**src/rtl/muldiv_unit.sv**
```systemverilog
// muldiv_unit: iterative MIPS-style multiply/divide unit with HI/LO registers.
// Ports:
//   clk, rst_n    - rising-edge clock, asynchronous active-low reset
//   start, op     - request and opcode (MULT/MULTU/DIV/DIVU/MTHI/MTLO, 11x reserved)
//   src_a, src_b  - operands (rd1 / rd2); src_a is also the MTHI/MTLO data
//   cancel        - pipeline flush, aborts any in-flight operation
//   busy          - mul/div in progress (registered)
//   done          - one-cycle pulse after hi/lo are written by mul/div (registered)
//   hi, lo        - HI/LO registers
module muldiv_unit #(
  parameter int unsigned WIDTH = 32,
  parameter int unsigned ITER  = 32
) (
  input  logic             clk,
  input  logic             rst_n,
  input  logic             start,
  input  logic [2:0]       op,
  input  logic [WIDTH-1:0] src_a,
  input  logic [WIDTH-1:0] src_b,
  input  logic             cancel,
  output logic             busy,
  output logic             done,
  output logic [WIDTH-1:0] hi,
  output logic [WIDTH-1:0] lo
);

  localparam int unsigned CNT_W = $clog2(ITER);

  localparam logic [2:0] OP_MULT  = 3'b000;
  localparam logic [2:0] OP_MULTU = 3'b001;
  localparam logic [2:0] OP_DIV   = 3'b010;
  localparam logic [2:0] OP_DIVU  = 3'b011;
  localparam logic [2:0] OP_MTHI  = 3'b100;
  localparam logic [2:0] OP_MTLO  = 3'b101;

  typedef enum logic [1:0] {S_IDLE, S_MUL, S_DIV, S_FIX} state_t;

  state_t           state_q, state_d;
  logic [CNT_W-1:0] cnt_q, cnt_d;
  // acc_hi/acc_lo: product high/low for mul, remainder/quotient for div
  logic [WIDTH-1:0] acc_hi_q, acc_hi_d;
  logic [WIDTH-1:0] acc_lo_q, acc_lo_d;
  // mcand: multiplicand magnitude for mul, divisor magnitude for div
  logic [WIDTH-1:0] mcand_q, mcand_d;
  logic [WIDTH-1:0] a_q, a_d;
  logic             is_div_q, is_div_d;
  logic             neg_q, neg_d;       // operand signs differ (signed ops only)
  logic             a_neg_q, a_neg_d;   // dividend negative (signed ops only)
  logic             b_zero_q, b_zero_d;
  logic             busy_d, done_d;
  logic [WIDTH-1:0] hi_d, lo_d;

  // Operand magnitudes for the capture edge
  logic             in_signed, in_a_neg, in_b_neg;
  logic [WIDTH-1:0] mag_a, mag_b;

  assign in_signed = ~op[0];
  assign in_a_neg  = in_signed & src_a[WIDTH-1];
  assign in_b_neg  = in_signed & src_b[WIDTH-1];
  assign mag_a     = in_a_neg ? (-src_a) : src_a;
  assign mag_b     = in_b_neg ? (-src_b) : src_b;

  // One shift-add step: conditionally add mcand into the high half, shift right
  logic [WIDTH:0] mul_sum;
  assign mul_sum = {1'b0, acc_hi_q} + (acc_lo_q[0] ? {1'b0, mcand_q} : (WIDTH+1)'(0));

  // One restoring step: shift next dividend bit into remainder, trial subtract
  logic [WIDTH:0] div_trial;
  assign div_trial = {acc_hi_q, acc_lo_q[WIDTH-1]} - {1'b0, mcand_q};

  // Sign-corrected results used in FIX
  logic [2*WIDTH-1:0] prod_raw, prod_fix;
  logic [WIDTH-1:0]   quo_fix, rem_fix;

  assign prod_raw = {acc_hi_q, acc_lo_q};
  assign prod_fix = neg_q ? (-prod_raw) : prod_raw;
  assign quo_fix  = neg_q ? (-acc_lo_q) : acc_lo_q;
  assign rem_fix  = a_neg_q ? (-acc_hi_q) : acc_hi_q;

  // State and datapath registers
  always_ff @(posedge clk or negedge rst_n) begin
    if (!rst_n) begin
      state_q  <= S_IDLE;
      cnt_q    <= '0;
      acc_hi_q <= '0;
      acc_lo_q <= '0;
      mcand_q  <= '0;
      a_q      <= '0;
      is_div_q <= 1'b0;
      neg_q    <= 1'b0;
      a_neg_q  <= 1'b0;
      b_zero_q <= 1'b0;
      busy     <= 1'b0;
      done     <= 1'b0;
      hi       <= '0;
      lo       <= '0;
    end else begin
      state_q  <= state_d;
      cnt_q    <= cnt_d;
      acc_hi_q <= acc_hi_d;
      acc_lo_q <= acc_lo_d;
      mcand_q  <= mcand_d;
      a_q      <= a_d;
      is_div_q <= is_div_d;
      neg_q    <= neg_d;
      a_neg_q  <= a_neg_d;
      b_zero_q <= b_zero_d;
      busy     <= busy_d;
      done     <= done_d;
      hi       <= hi_d;
      lo       <= lo_d;
    end
  end

  // Next-state and datapath logic
  always_comb begin
    state_d  = state_q;
    cnt_d    = cnt_q;
    acc_hi_d = acc_hi_q;
    acc_lo_d = acc_lo_q;
    mcand_d  = mcand_q;
    a_d      = a_q;
    is_div_d = is_div_q;
    neg_d    = neg_q;
    a_neg_d  = a_neg_q;
    b_zero_d = b_zero_q;
    done_d   = 1'b0;
    hi_d     = hi;
    lo_d     = lo;

    unique case (state_q)
      S_IDLE: begin
        if (start && !cancel) begin
          unique case (op)
            OP_MULT, OP_MULTU, OP_DIV, OP_DIVU: begin
              // Multiplication is commutative, so both ops share one capture layout
              state_d  = op[1] ? S_DIV : S_MUL;
              cnt_d    = '0;
              acc_hi_d = '0;
              acc_lo_d = mag_a;
              mcand_d  = mag_b;
              a_d      = src_a;
              is_div_d = op[1];
              neg_d    = in_a_neg ^ in_b_neg;
              a_neg_d  = in_a_neg;
              b_zero_d = (src_b == '0);
            end
            OP_MTHI: hi_d = src_a;
            OP_MTLO: lo_d = src_a;
            default: ;
          endcase
        end
      end
      S_MUL, S_DIV: begin
        if (cancel) begin
          state_d = S_IDLE;
          cnt_d   = '0;
        end else begin
          if (state_q == S_MUL) begin
            acc_hi_d = mul_sum[WIDTH:1];
            acc_lo_d = {mul_sum[0], acc_lo_q[WIDTH-1:1]};
          end else if (div_trial[WIDTH]) begin
            acc_hi_d = {acc_hi_q[WIDTH-2:0], acc_lo_q[WIDTH-1]};
            acc_lo_d = {acc_lo_q[WIDTH-2:0], 1'b0};
          end else begin
            acc_hi_d = div_trial[WIDTH-1:0];
            acc_lo_d = {acc_lo_q[WIDTH-2:0], 1'b1};
          end
          if (cnt_q == CNT_W'(ITER - 1)) begin
            state_d = S_FIX;
            cnt_d   = '0;
          end else begin
            cnt_d = cnt_q + CNT_W'(1);
          end
        end
      end
      S_FIX: begin
        state_d = S_IDLE;
        if (!cancel) begin
          done_d = 1'b1;
          if (!is_div_q) begin
            hi_d = prod_fix[2*WIDTH-1:WIDTH];
            lo_d = prod_fix[WIDTH-1:0];
          end else if (b_zero_q) begin
            hi_d = a_q;
            lo_d = '1;
          end else begin
            hi_d = rem_fix;
            lo_d = quo_fix;
          end
        end
      end
      default: state_d = S_IDLE;
    endcase

    busy_d = (state_d != S_IDLE);
  end

endmodule

```
**config.mk**
```make
export PLATFORM = sky130hd
export DESIGN_NAME = muldiv_unit
export DESIGN_NICKNAME = d
export VERILOG_FILES = /design/src/rtl/muldiv_unit.sv
export SDC_FILE = /design/constraint.sdc
export NUM_CORES = 1
export LEC_CHECK = 0
export ABC_AREA = 0
export BUFFER_PORTS_ARGS = -buffer_cell sky130_fd_sc_hd__buf_2
export CAP_MARGIN = 10
export CORE_ASPECT_RATIO = 0.75
export CORE_MARGIN = 2
export CORE_UTILIZATION = 35
export DETAILED_ROUTE_END_ITERATION = 8
export GPL_TIMING_DRIVEN = 1
export HOLD_SLACK_MARGIN = 0.02
export SETUP_SLACK_MARGIN = 0.3
export SLEW_MARGIN = 25
export SYNTH_ARGS = -nofsm -noshare
export SYNTH_HDL_FRONTEND = slang
export SYNTH_SLANG_ARGS = --single-unit
```
**constraint.sdc**
```tcl
create_clock -name clk -period 3.6 [get_ports clk]
set_input_delay 0 -clock clk [delete_from_list [all_inputs] [get_ports clk]]
set_output_delay 0 -clock clk [all_outputs]
set_load 0.005 [all_outputs]
```
# After elaboration in Yosys (flattened, before gate mapping)

Cells that the tools add are included.
Widths: inputs -> output; s select.

Input port bits: 71
Register bits after elaboration: 205

Add/subtract/negate cells: 8
Reduce and logical (&&, ||, !) cells: 15
Equality and inequality tests: 15
Multiplexer cells: 43
Bitwise operators: 4

Operators with widths:

| kind                | count |
|---|---|
| $mux 32             | 24 |
| $pmux 32 s2         | 4 |
| $neg 32->32         | 4 |
| $mux 64             | 1 |
| $neg 64->64         | 1 |
| $add 32x32->33      | 1 |
| $sub 33x32->33      | 1 |
| $logic_not 32->1    | 1 |
| $mux 5              | 4 |
| $reduce_and 4->1    | 3 |
| $mux 2              | 5 |
| $pmux 5 s2          | 1 |
| $eq 3x2->1 const B  | 2 |
| $eq 3x3->1 const B  | 2 |
| $ne 2x1->1 const B  | 3 |
| $ne 2x2->1 const B  | 3 |
| $pmux 2 s3          | 1 |
| $reduce_and 3->1    | 2 |
| $reduce_bool 2->1   | 3 |
| $add 5x1->5 const B | 1 |
| $eq 5x5->1 const B  | 1 |
| $eq 2x2->1 const B  | 2 |
| $reduce_or 4->1     | 1 |
| $eq 3x1->1 const B  | 1 |
| 10 further kinds    | 13 |

# Depth between registers and ports, before layout

Gate-level depths: netlist of the first run.

Depth in word-level cells: 6
Depth in mapped cells: 15
Depth with buffers taken out: 14

# Worst setup path before layout of the first run

Ideal clock, no wire load.

Kind: reg2reg
Start point: register acc_lo_q[0]
End point: register acc_hi_q[28]
Period minus slack after synthesis: 3.317 ns
Data required time: 3.474 ns
Setup slack: 0.283 ns
Cell stages (with the launch flop): 14
Setup time: 0.126 ns
Arrival time: 3.191 ns
Path through: dfrtp_1 inv_1 buf_1 nor2_1 ha_1 a41oi_1 o21ai_0 a221oi_1 a2111oi_0 o2111ai_1 a211oi_1 or2_2 xor2_1 a221o_1

Longest elaborated chain between the ends: 5

RTL lines:

| element                | RTL line | text |
|---|---|---|
| from (decl)            | 42       | `logic [WIDTH-1:0] acc_lo_q, acc_lo_d;` |
| from (signal assigned) | 101      | `acc_lo_q <= acc_lo_d;` |
| $mux 32                | 65       | `assign mul_sum = {1'b0, acc_hi_q} + (acc_lo_q[0] ? {1'b0, mcand_q} : (WIDTH+1)'(0));` |
| $add 32x32->33         | 65       |  |
| $mux 32                | 159      | `if (state_q == S_MUL) begin` |
| $mux 32                | 155      | `if (cancel) begin` |
| $pmux 32 s2            | 131      | `unique case (state_q)` |
| to (signal assigned)   | 100      | `acc_hi_q <= acc_hi_d;` |
| to (decl)              | 41       | `logic [WIDTH-1:0] acc_hi_q, acc_hi_d;` |

No other way between the ends. The select of a mux whose other input is x is not followed.
A chain may end at the register's enable or synchronous reset.

# Final worst setup path of the first run

Start point: register acc_hi_q[18]
End point: register hi[30]

Longest elaborated chain between the ends: 6

RTL lines:

| element              | RTL line | text |
|---|---|---|
| $neg 32->32          | 78       | `assign rem_fix = a_neg_q ? (-acc_hi_q) : acc_hi_q;` |
| $mux 32              | 78       |  |
| $mux 32              | 184      | `end else if (b_zero_q) begin` |
| $mux 32 (*)          | 181      | `if (!is_div_q) begin` |
| $mux 32 (*)          | 179      | `if (!cancel) begin` |
| $pmux 32 s2 (*)      | 131      |  |
| to (signal assigned) | 110      | `hi <= hi_d;` |
| to (decl)            | 23       | `output logic [WIDTH-1:0] hi,` |

Every way passes the cells marked *; elsewhere a longest branch is shown, timed or not. The select of a mux whose other input is x is not followed.

==> results of run 1 <==
==> through the flow <==
step,instances,area (um2)
after floorplan,2140,16520
after CTS,3025,20390
final,3038,20800
after detailed placement,2889,18480
after global placement,2889,18480
after global routing,3038,20800
==> synthesized netlist by cell type, types with 9 or more instances <==
cell	count
o22ai_1	35
o211ai_1	18
mux2i_1	52
a21oi_1	157
a31oi_1	14
clkbuf_1	113
o41ai_1	16
xor2_1	44
a211oi_1	14
inv_1	69
xnor2_1	130
or3_1	17
nand3_1	26
and3_1	25
o21bai_1	9
a221o_1	11
a21o_1	44
nor3_1	31
a32o_1	10
nor2_1	141
ha_1	73
nand2b_1	18
o31ai_1	31
o21ai_0	261
or4_1	10
nand2_1	367
nor2b_1	14
buf_1	26
dfrtp_1	205
nor4_1	18
or2_2	11
a22oi_1	11
==> report_power, final <==
group / switching (mW) / leakage (nW) / internal [mW]
combinational: 7.22 / 6.36 / 5.08
sequential: 1.01 / 2.61 / 3.30
clock: 1.13 / 0.435 / 1.61
total: 9.36 / 9.40 / 9.99
==> layer usage <==
layer	global-route usage (%)	vias to the layer above	part of all wire, %
met5	0	-	0
met4	4.543	0	1.7
met3	2.737	65	5.4
met2	37.90	485	45
met1	35.44	8316	48
li1	-	8114	-
==> worst max-delay path: cells and delay by family (launching register included) <==
kind             cells  cell delay, ns
AO/OA/AOI/OAI        2            0.52
AND/OR/NAND/NOR      6            2.12
flip-flops           1            0.49
==> state kept, by name, summed over array words and instances (netlist names) <==
signal,cells
a_neg_q,1
a_q,32
acc_hi_q,32
acc_lo_q,32
b_zero_q,1
busy,1
cnt_q,5
done,1
hi,32
is_div_q,1
lo,32
mcand_q,32
neg_q,1
state_q,2
==> cells by family (layout without fill, tap and decap cells) <==
logic type | Yosys count | after routing | share of synthesized area (%)
fa+ha+maj | 75 | 75 | 5.771
compound gates | 691 | 691 | 25.65
buf+inv | 215 | 483 | 4.923
flops | 205 | 205 | 31.05
xor+xnor | 174 | 174 | 9.224
simple gates | 725 | 725 | 20.02
mux | 55 | 55 | 3.355
==> worst max path at each step <==
stage / cells after the start / startpoint / to
3_3_place_gp: 12 / acc_hi_q[1]$_DFFE_PN0P_ / hi[24]$_DFFE_PN0P_
3_5_place_dp: 13 / acc_lo_q[0]$_DFFE_PN0P_ / acc_hi_q[24]$_DFFE_PN0P_
6_report: 8 / acc_hi_q[18]$_DFFE_PN0P_ / hi[30]$_DFFE_PN0P_
4_1_cts: 8 / acc_hi_q[25]$_DFFE_PN0P_ / hi[30]$_DFFE_PN0P_
5_1_grt: 14 / acc_lo_q[0]$_DFFE_PN0P_ / hi[2]$_DFFE_PN0P_
2_1_floorplan: 13 / acc_lo_q[0]$_DFFE_PN0P_ / acc_hi_q[28]$_DFFE_PN0P_
==> area by class of cell <==
class,count,share of cell area [%]
inverter,71,1.306
sequential,205,24.70
timing repair buffer,365,13.01
clock buffer,37,3.664
timing repair inverter,1,0.02407
multi-input combinational,1720,52.98
clock inverter,9,0.5295
tap,630,3.790
==> repair_timing <==
item	CTS	global route
resized for setup	28	74
cloned	1	1
hold endpoints to repair	269	0
pin swaps	6	28
hold buffers	86	0
endpoints found under the setup margin	35	48
setup buffers	3	12
==> impl_metrics.ini, run 1 <==
[synthesis]
synthArstFlopShare_pct = 100.0
synth_area_mm2 = 0.01652
synth_edf_count = 0
synth_cell_types = 82
yosys_warnings = 0
synth_top_area_cell = dfrtp_1
synthDominantCellAreaShare_pct = 31.05
ys.flop_type = dfrtp_1
synth_area_leaders = dfrtp_1, nand2_1, o21ai_0, xnor2_1, ha_1
syn_nets = 2286
syn_avg_cell_area_um2 = 7.720
seq_area_frac_synth_pct = 31.05
synth_seq_cells = 205
netlist_instances = 2140

[power_and_ir_drop]
powerDensity_mw_per_mm2 = 930.6
ir_drop_mv = 0.7075
leakagePower_nw = 9.402
power_mw = 19.35

[routing]
vias = 16980
drc = 0
routed_wl_um = 59720
detail-route-antenna-nets = 0
routed_via_density = 5.589
first_pass_iters = 5
wire_per_inst_um = 19.66
drt_iter0_markers = 1577

[clock_tree]
clk_latency_ns = 0.57
cts_buffers = 26
tritoncts = yes
cts_max_path_buffers = 3
htree_levels = 1
cts-root-buf = clkbuf_16
clk_pin_slew_worst_paths_ns = 0.06
clkSinkCount = 205

[timing]
setup_ws_ns = 0.3346
setup_viol = 0
fin_crit_sh_pct = 90.71
whs_ns = 0.05481
fmax_ghz = 0.3062
rsz0062_at_grt = yes
slew_headroom_pct = 34.86
fin_skew_ns = 0.02535
maxSlewViolCount = 0
fin_tns_setup_ns = 0
finalCriticalPeriod_ns = 3.265
hold_violations = 0
worstMarginPinSlew_ns = 0.9772

[min_path]
min_path_type = in2reg
holdPathEnd = lo[3]$_DFFE_PN0P_
hp-start = start
hold_depth = 5

[layout]
fill_cells = 4601
multi_input_area_mm2 = 0.01102
seqCellArea_mm2 = 0.005136
drive_above_1_share_pct = 17.86
fin_util_pct = 44.93
layout_commonest_cell = nand2_1
diodes = 0
nets = 2536
final_cell_mix = nand2_1, o21ai_0, dfrtp_1, a21oi_1, nor2_1
syn_to_final_growth_pct = 25.88

[setup_path]
path_common_cell = or3_4
crit_path_max_fanout = 5
worstReg2RegStart = acc_hi_q[18]$_DFFE_PN0P_
crit_type = reg2reg
r2r-end = hi[30]$_DFFE_PN0P_
cp-start-kind = flop
critPathSlowestCell = or4_4
rrSetupSlack_ns = 0.33
end_kind = flop
worstPathArrival_ns = 3.71
crit_chain = or4_4 > or3_4 > or2_4 > or3_4 > nor2_2 > a21oi_1 > or2_0 > a221o_1
r2r_cells = 8
required_ns = 4.04
critPathMaxStageDelay_ns = 0.61

[die]
ioPinCount = 137
die_h_um = 192.2
start_util_pct = 35.69
core-area_mm2 = 0.04628
rows = 68
die_area_mm2 = 0.04897
die-width_um = 254.9

[global_route]
antenna_found_initial = 0
grt_start_max_net_pins = 106
grt_pass1_wl_um = 93520
grt_pass1_vias = 16280
grt_overflow = 0
grt_usage_pct = 24.04

[run]
drv_cap = 0

[place]
place_congestion = 0.9444
hpwl_um = 43030
portBuffers = 136
dp_slack_ns = -0.1476

[run_status]
status = completed
No activity file was read; power rests on OpenSTA's default activity.
==> run 2: changes to the inputs <==
--- a/config.mk
+++ b/config.mk
@@ -8,7 +8,7 @@
 export ABC_AREA = 0
 export BUFFER_PORTS_ARGS = -buffer_cell sky130_fd_sc_hd__buf_2
 export CAP_MARGIN = 10
-export CORE_ASPECT_RATIO = 0.75
+export CORE_ASPECT_RATIO = 1.2
 export CORE_MARGIN = 2
 export CORE_UTILIZATION = 35
 export DETAILED_ROUTE_END_ITERATION = 8
==> impl_metrics.ini, run 2 (same netlist as run 1, synthesis figures left out) <==
[die]
rows = 87
start_util_pct = 35.30
core-area_mm2 = 0.04681
ioPinCount = 137
die_h_um = 242.0
die-width_um = 202.3
die_area_mm2 = 0.04896

[global_route]
antenna_found_initial = 0
grt_start_max_net_pins = 115
grt_overflow = 0
grt_pass1_vias = 16650
grt_pass1_wl_um = 91490
grt_usage_pct = 23.07

[run_status]
status = completed

[routing]
drc = 0
detail-route-antenna-nets = 0
vias = 16700
drt_iter0_markers = 1009
wire_per_inst_um = 19.01
first_pass_iters = 5
routed_via_density = 5.504
routed_wl_um = 57680

[power_and_ir_drop]
p_clk_share_pct = 14.0
switchingPower_mw = 9.007
ir_drop_mv = 0.5364
swShare_pct = 47.80
leakagePower_nw = 9.396
p_int_mw = 9.837
p_seq_share_pct = 22.6
p_comb_share_pct = 63.4
powerDensity_mw_per_mm2 = 905.5

[timing]
rsz0062_at_grt = yes
finalCriticalPeriod_ns = 3.237
fmax_ghz = 0.3089
worstMarginPinSlew_ns = 0.9417
fin_skew_ns = 0.02471
whs_ns = 0.06178
fin_tns_setup_ns = 0
hold_violations = 0
setup_viol = 0
fin_crit_sh_pct = 89.91
setup_ws_ns = 0.3631
maxSlewViolCount = 0
slew_headroom_pct = 37.22

[min_path]
holdPathEnd = state_q[1]$_DFF_PN0_
hold_depth = 5
min_path_type = in2reg
hp-start = start

[layout]
layout_commonest_cell = nand2_1
drive_above_1_share_pct = 17.80
multi_input_area_mm2 = 0.01104
syn_to_final_growth_pct = 25.97
fill_cells = 4779
final_cell_mix = nand2_1, o21ai_0, dfrtp_1, a21oi_1, nor2_1
nets = 2537
stdcell_area_mm2 = 0.02081
seqCellArea_mm2 = 0.005132

[setup_path]
rrSetupSlack_ns = 0.36
crit_path_max_fanout = 7
r2r_cells = 14
worstPathArrival_ns = 3.64
crit_type = reg2reg
r2r-end = acc_hi_q[23]$_DFFE_PN0P_
required_ns = 4.00
worstReg2RegStart = acc_lo_q[31]$_DFFE_PN0P_
end_kind = flop
cp-start-kind = flop

[place]
placedInstanceArea_mm2 = 0.01844
place_congestion = 0.9206
hpwl_um = 42870
portBuffers = 136
dp_slack_ns = -0.04106

[clock_tree]
cts_buffers = 25
clk_latency_ns = 0.56
cts-root-buf = clkbuf_16
clk_pin_slew_worst_paths_ns = 0.06
tritoncts = yes
htree_levels = 1
cts_max_path_buffers = 3
clkSinkCount = 205

[run]
drv_cap = 0
==> run 2: changes by cell type in the layout (fill, tap and decap cells not counted), moves of 3 or more <==
cell	before	now
a21oi_2	11	8
clkbuf_8	7	1
inv_2	1	4
dfrtp_2	5	2
ha_1	64	61
clkinv_2	6	2
nor2_1	140	137
dfrtp_1	200	203
clkinvlp_4	0	5
==> run 2: routing by layer <==
metal	wire length [um]	track usage (%)	up-vias
li1	-	-	8107
met1	25310	29.76	8002
met2	27770	40.18	488
met3	2718	2.394	101
met4	1874	7.557	0
met5	0	0	-
==> run 2: repair_timing <==
item	4_1_cts	5_1_grt
pin swaps	13	29
hold endpoints to repair	275	0
setup buffers	12	7
hold buffers	87	0
resized for setup	39	73
gates cloned	2	0
setup endpoints to repair	34	42
==> run 2: final cells by class <==
cell class | instances | share of cell area, %
Antenna cell | 1 | 0.01202
Clock buffer | 32 | 3.180
Clock inverter | 14 | 0.8297
Inverter | 71 | 1.281
Multi-Input combinational cell | 1720 | 53.03
Sequential cell | 205 | 24.66
Tap cell | 623 | 3.746
Timing Repair Buffer | 368 | 13.26
==> run 2: critical path: stages, from the launching register on <==
cell	delay (ns)
dfrtp_2	0.40
inv_2	0.06
ha_2	0.20
fa_2	0.37
nor2b_4	0.14
o31a_1	0.20
o21ai_2	0.10
a21oi_4	0.19
a31oi_4	0.13
a211o_1	0.29
o211ai_1	0.14
bufbuf_16	0.32
buf_4	0.14
mux2i_1	0.28
o21ai_0	0.14
==> run 2: power groups by stage <==
stage	sequential, mW	clock [mW]	combinational [mW]
2_1_floorplan	3.97	0	7.58
3_3_place_gp	4.24	0	10.9
3_5_place_dp	4.27	0	11.0
4_1_cts	4.24	2.70	11.5
5_1_grt	4.41	2.80	13.2
6_report	4.25	2.64	11.9
==> run 2: stage by stage <==
step,instances,utilization (%),total power [mW]
5_1_grt,3033,44.46,20.38
2_1_floorplan,2140,-,11.55
6_report,3034,44.46,18.84
3_3_place_gp,2879,39.39,15.11
3_5_place_dp,2879,39.39,15.29
4_1_cts,3026,43.74,18.47
==> run 2: how the worst max path moves through the flow <==
| stage | start | endpoint | depth (start not counted) |
|---|---|---|---|
| 3_5_place_dp | acc_lo_q[31]$_DFFE_PN0P_ | acc_hi_q[2]$_DFFE_PN0P_ | 14 |
| 5_1_grt | acc_lo_q[24]$_DFFE_PN0P_ | hi[25]$_DFFE_PN0P_ | 11 |
| 4_1_cts | acc_lo_q[0]$_DFFE_PN0P_ | acc_hi_q[27]$_DFFE_PN0P_ | 18 |
| 6_report | acc_lo_q[31]$_DFFE_PN0P_ | acc_hi_q[23]$_DFFE_PN0P_ | 14 |
| 3_3_place_gp | acc_hi_q[1]$_DFFE_PN0P_ | hi[28]$_DFFE_PN0P_ | 12 |
| 2_1_floorplan | acc_lo_q[0]$_DFFE_PN0P_ | acc_hi_q[28]$_DFFE_PN0P_ | 13 |
==> run 3: changes to the inputs <==
--- a/config.mk
+++ b/config.mk
@@ -14,6 +14,7 @@
 export DETAILED_ROUTE_END_ITERATION = 8
 export GPL_TIMING_DRIVEN = 1
 export HOLD_SLACK_MARGIN = 0.02
+export PLACE_DENSITY = 0.63
 export SETUP_SLACK_MARGIN = 0.3
 export SLEW_MARGIN = 25
 export SYNTH_ARGS = -nofsm -noshare
==> impl_metrics.ini, run 3 (same netlist as run 1, synthesis figures left out) <==
[die]
start_util_pct = 35.30
rows = 87
die-width_um = 202.3
die_h_um = 242.0
core-area_mm2 = 0.04681
ioPinCount = 137
die_area_mm2 = 0.04896

[layout]
diodes = 0
fill_cells = 4759
final_cell_mix = nand2_1, o21ai_0, dfrtp_1, a21oi_1, nor2_1
drive_above_1_share_pct = 16.22
fin_util_pct = 43.81
syn_to_final_growth_pct = 24.11
layout_commonest_cell = nand2_1
stdcell_area_mm2 = 0.02050
nets = 2520

[place]
placedInstanceArea_mm2 = 0.01841
dp_slack_ns = -0.01168
place_congestion = 0.9319
hpwl_um = 41990
portBuffers = 136

[setup_path]
rrSetupSlack_ns = 0.35
worstReg2RegStart = acc_hi_q[1]$_DFFE_PN0P_
r2r-end = acc_hi_q[2]$_DFFE_PN0P_
r2r_cells = 15
crit_path_max_fanout = 12
worstPathArrival_ns = 3.69
required_ns = 4.04
cp-start-kind = flop
crit_type = reg2reg
crit_start = acc_hi_q[1]$_DFFE_PN0P_
end_kind = flop

[clock_tree]
tritoncts = yes
clk_pin_slew_worst_paths_ns = 0.06
cts-root-buf = clkbuf_16
clk_latency_ns = 0.55
clkSinkCount = 205
htree_levels = 1
cts_buffers = 25
cts_max_path_buffers = 3

[global_route]
antenna_found_initial = 0
met2_usage_pct = 38.55
grt_pass1_wl_um = 89700
grtUsageMet3_pct = 2.179
grt_pass1_vias = 16190
grt_start_max_net_pins = 93
busiest_layer = met2
grt_overflow = 0
grt_usage_pct = 22.58
use_met1_pct = 29.41

[routing]
routed_wl_um = 56570
detail-route-antenna-nets = 0
vias = 16560
routed_via_density = 5.492
wire_per_inst_um = 18.76
drt_iter0_markers = 1102
first_pass_iters = 5
drc = 0

[timing]
maxSlewViolCount = 0
setup_ws_ns = 0.3487
fin_tns_setup_ns = 0
rsz0062_at_grt = yes
slew_headroom_pct = 42.22
finalCriticalPeriod_ns = 3.251
worstMarginPinSlew_ns = 0.8666
hold_violations = 0
fin_crit_sh_pct = 90.32
fin_skew_ns = 0.01571
fmax_ghz = 0.3076
setup_viol = 0

[power_and_ir_drop]
ir_drop_mv = 0.4570
powerDensity_mw_per_mm2 = 899.4
leakagePower_nw = 9.292

[run_status]
status = completed

[run]
drv_cap = 0

[min_path]
min_path_type = in2async
-- run 3: metal layers --
layer,vias to the layer above,wire length (um)
met4,0,2252
met5,-,0
li1,8084,-
met1,7891,24870
met2,468,26900
met3,115,2548
-- run 3: worst max-delay path: stages (launching register included) --
cell	delay (ns)
dfrtp_2	0.48
ha_1	0.36
nor2b_2	0.17
o31a_1	0.32
o21ai_2	0.21
a21oi_2	0.08
buf_4	0.16
a31oi_4	0.18
a211o_1	0.15
o211ai_1	0.08
buf_4	0.16
buf_12	0.15
buf_4	0.16
nand2_1	0.06
o311ai_0	0.12
a32o_1	0.29
-- run 3: power breakdown --
group | internal (mW) | switching (mW)
combinational | 4.90 | 6.87
clock | 1.38 | 1.07
sequential | 3.30 | 0.930
total | 9.57 | 8.87
-- run 3: cell type report --
cell class              count  area, um2  share of cell area [%]
clock inverters            11      68.82                  0.3356
multi-input cells        1720      10900                   53.17
flip-flops and latches    205       5131                   25.02
repair buffers            351       2648                   12.91
clock buffers              34      709.4                   3.460
inverters                  71      266.5                   1.300
well taps                 623      779.5                   3.802
-- run 3: worst max-delay path by stage --
stage,endpoint,cells past startpoint
after floorplan,acc_hi_q[28]$_DFFE_PN0P_,13
after global placement,hi[24]$_DFFE_PN0P_,12
after detailed placement,hi[24]$_DFFE_PN0P_,12
after CTS,acc_hi_q[27]$_DFFE_PN0P_,16
after global routing,acc_hi_q[27]$_DFFE_PN0P_,16
final,acc_hi_q[2]$_DFFE_PN0P_,15
-- run 3: repair_timing --
| item | in CTS | in global routing |
|---|---|---|
| gates resized for setup | 27 | 42 |
| pin swaps | 7 | 19 |
| endpoints found under the setup margin | 36 | 37 |
| endpoints found under the hold margin | 255 | 0 |
| hold buffers | 87 | 0 |
| cloned | 1 | 1 |
| setup buffers | 5 | 4 |
-- run 3: stage by stage --
stage,power [mW],hold WS (ns),instances
3_3_place_gp,15.14,0.06854,2872
6_report,18.44,0.003116,3015
3_5_place_dp,15.29,0.07210,2872
2_1_floorplan,11.55,-0.2956,2140
5_1_grt,19.98,0.08772,3015
4_1_cts,18.18,0.08273,3010
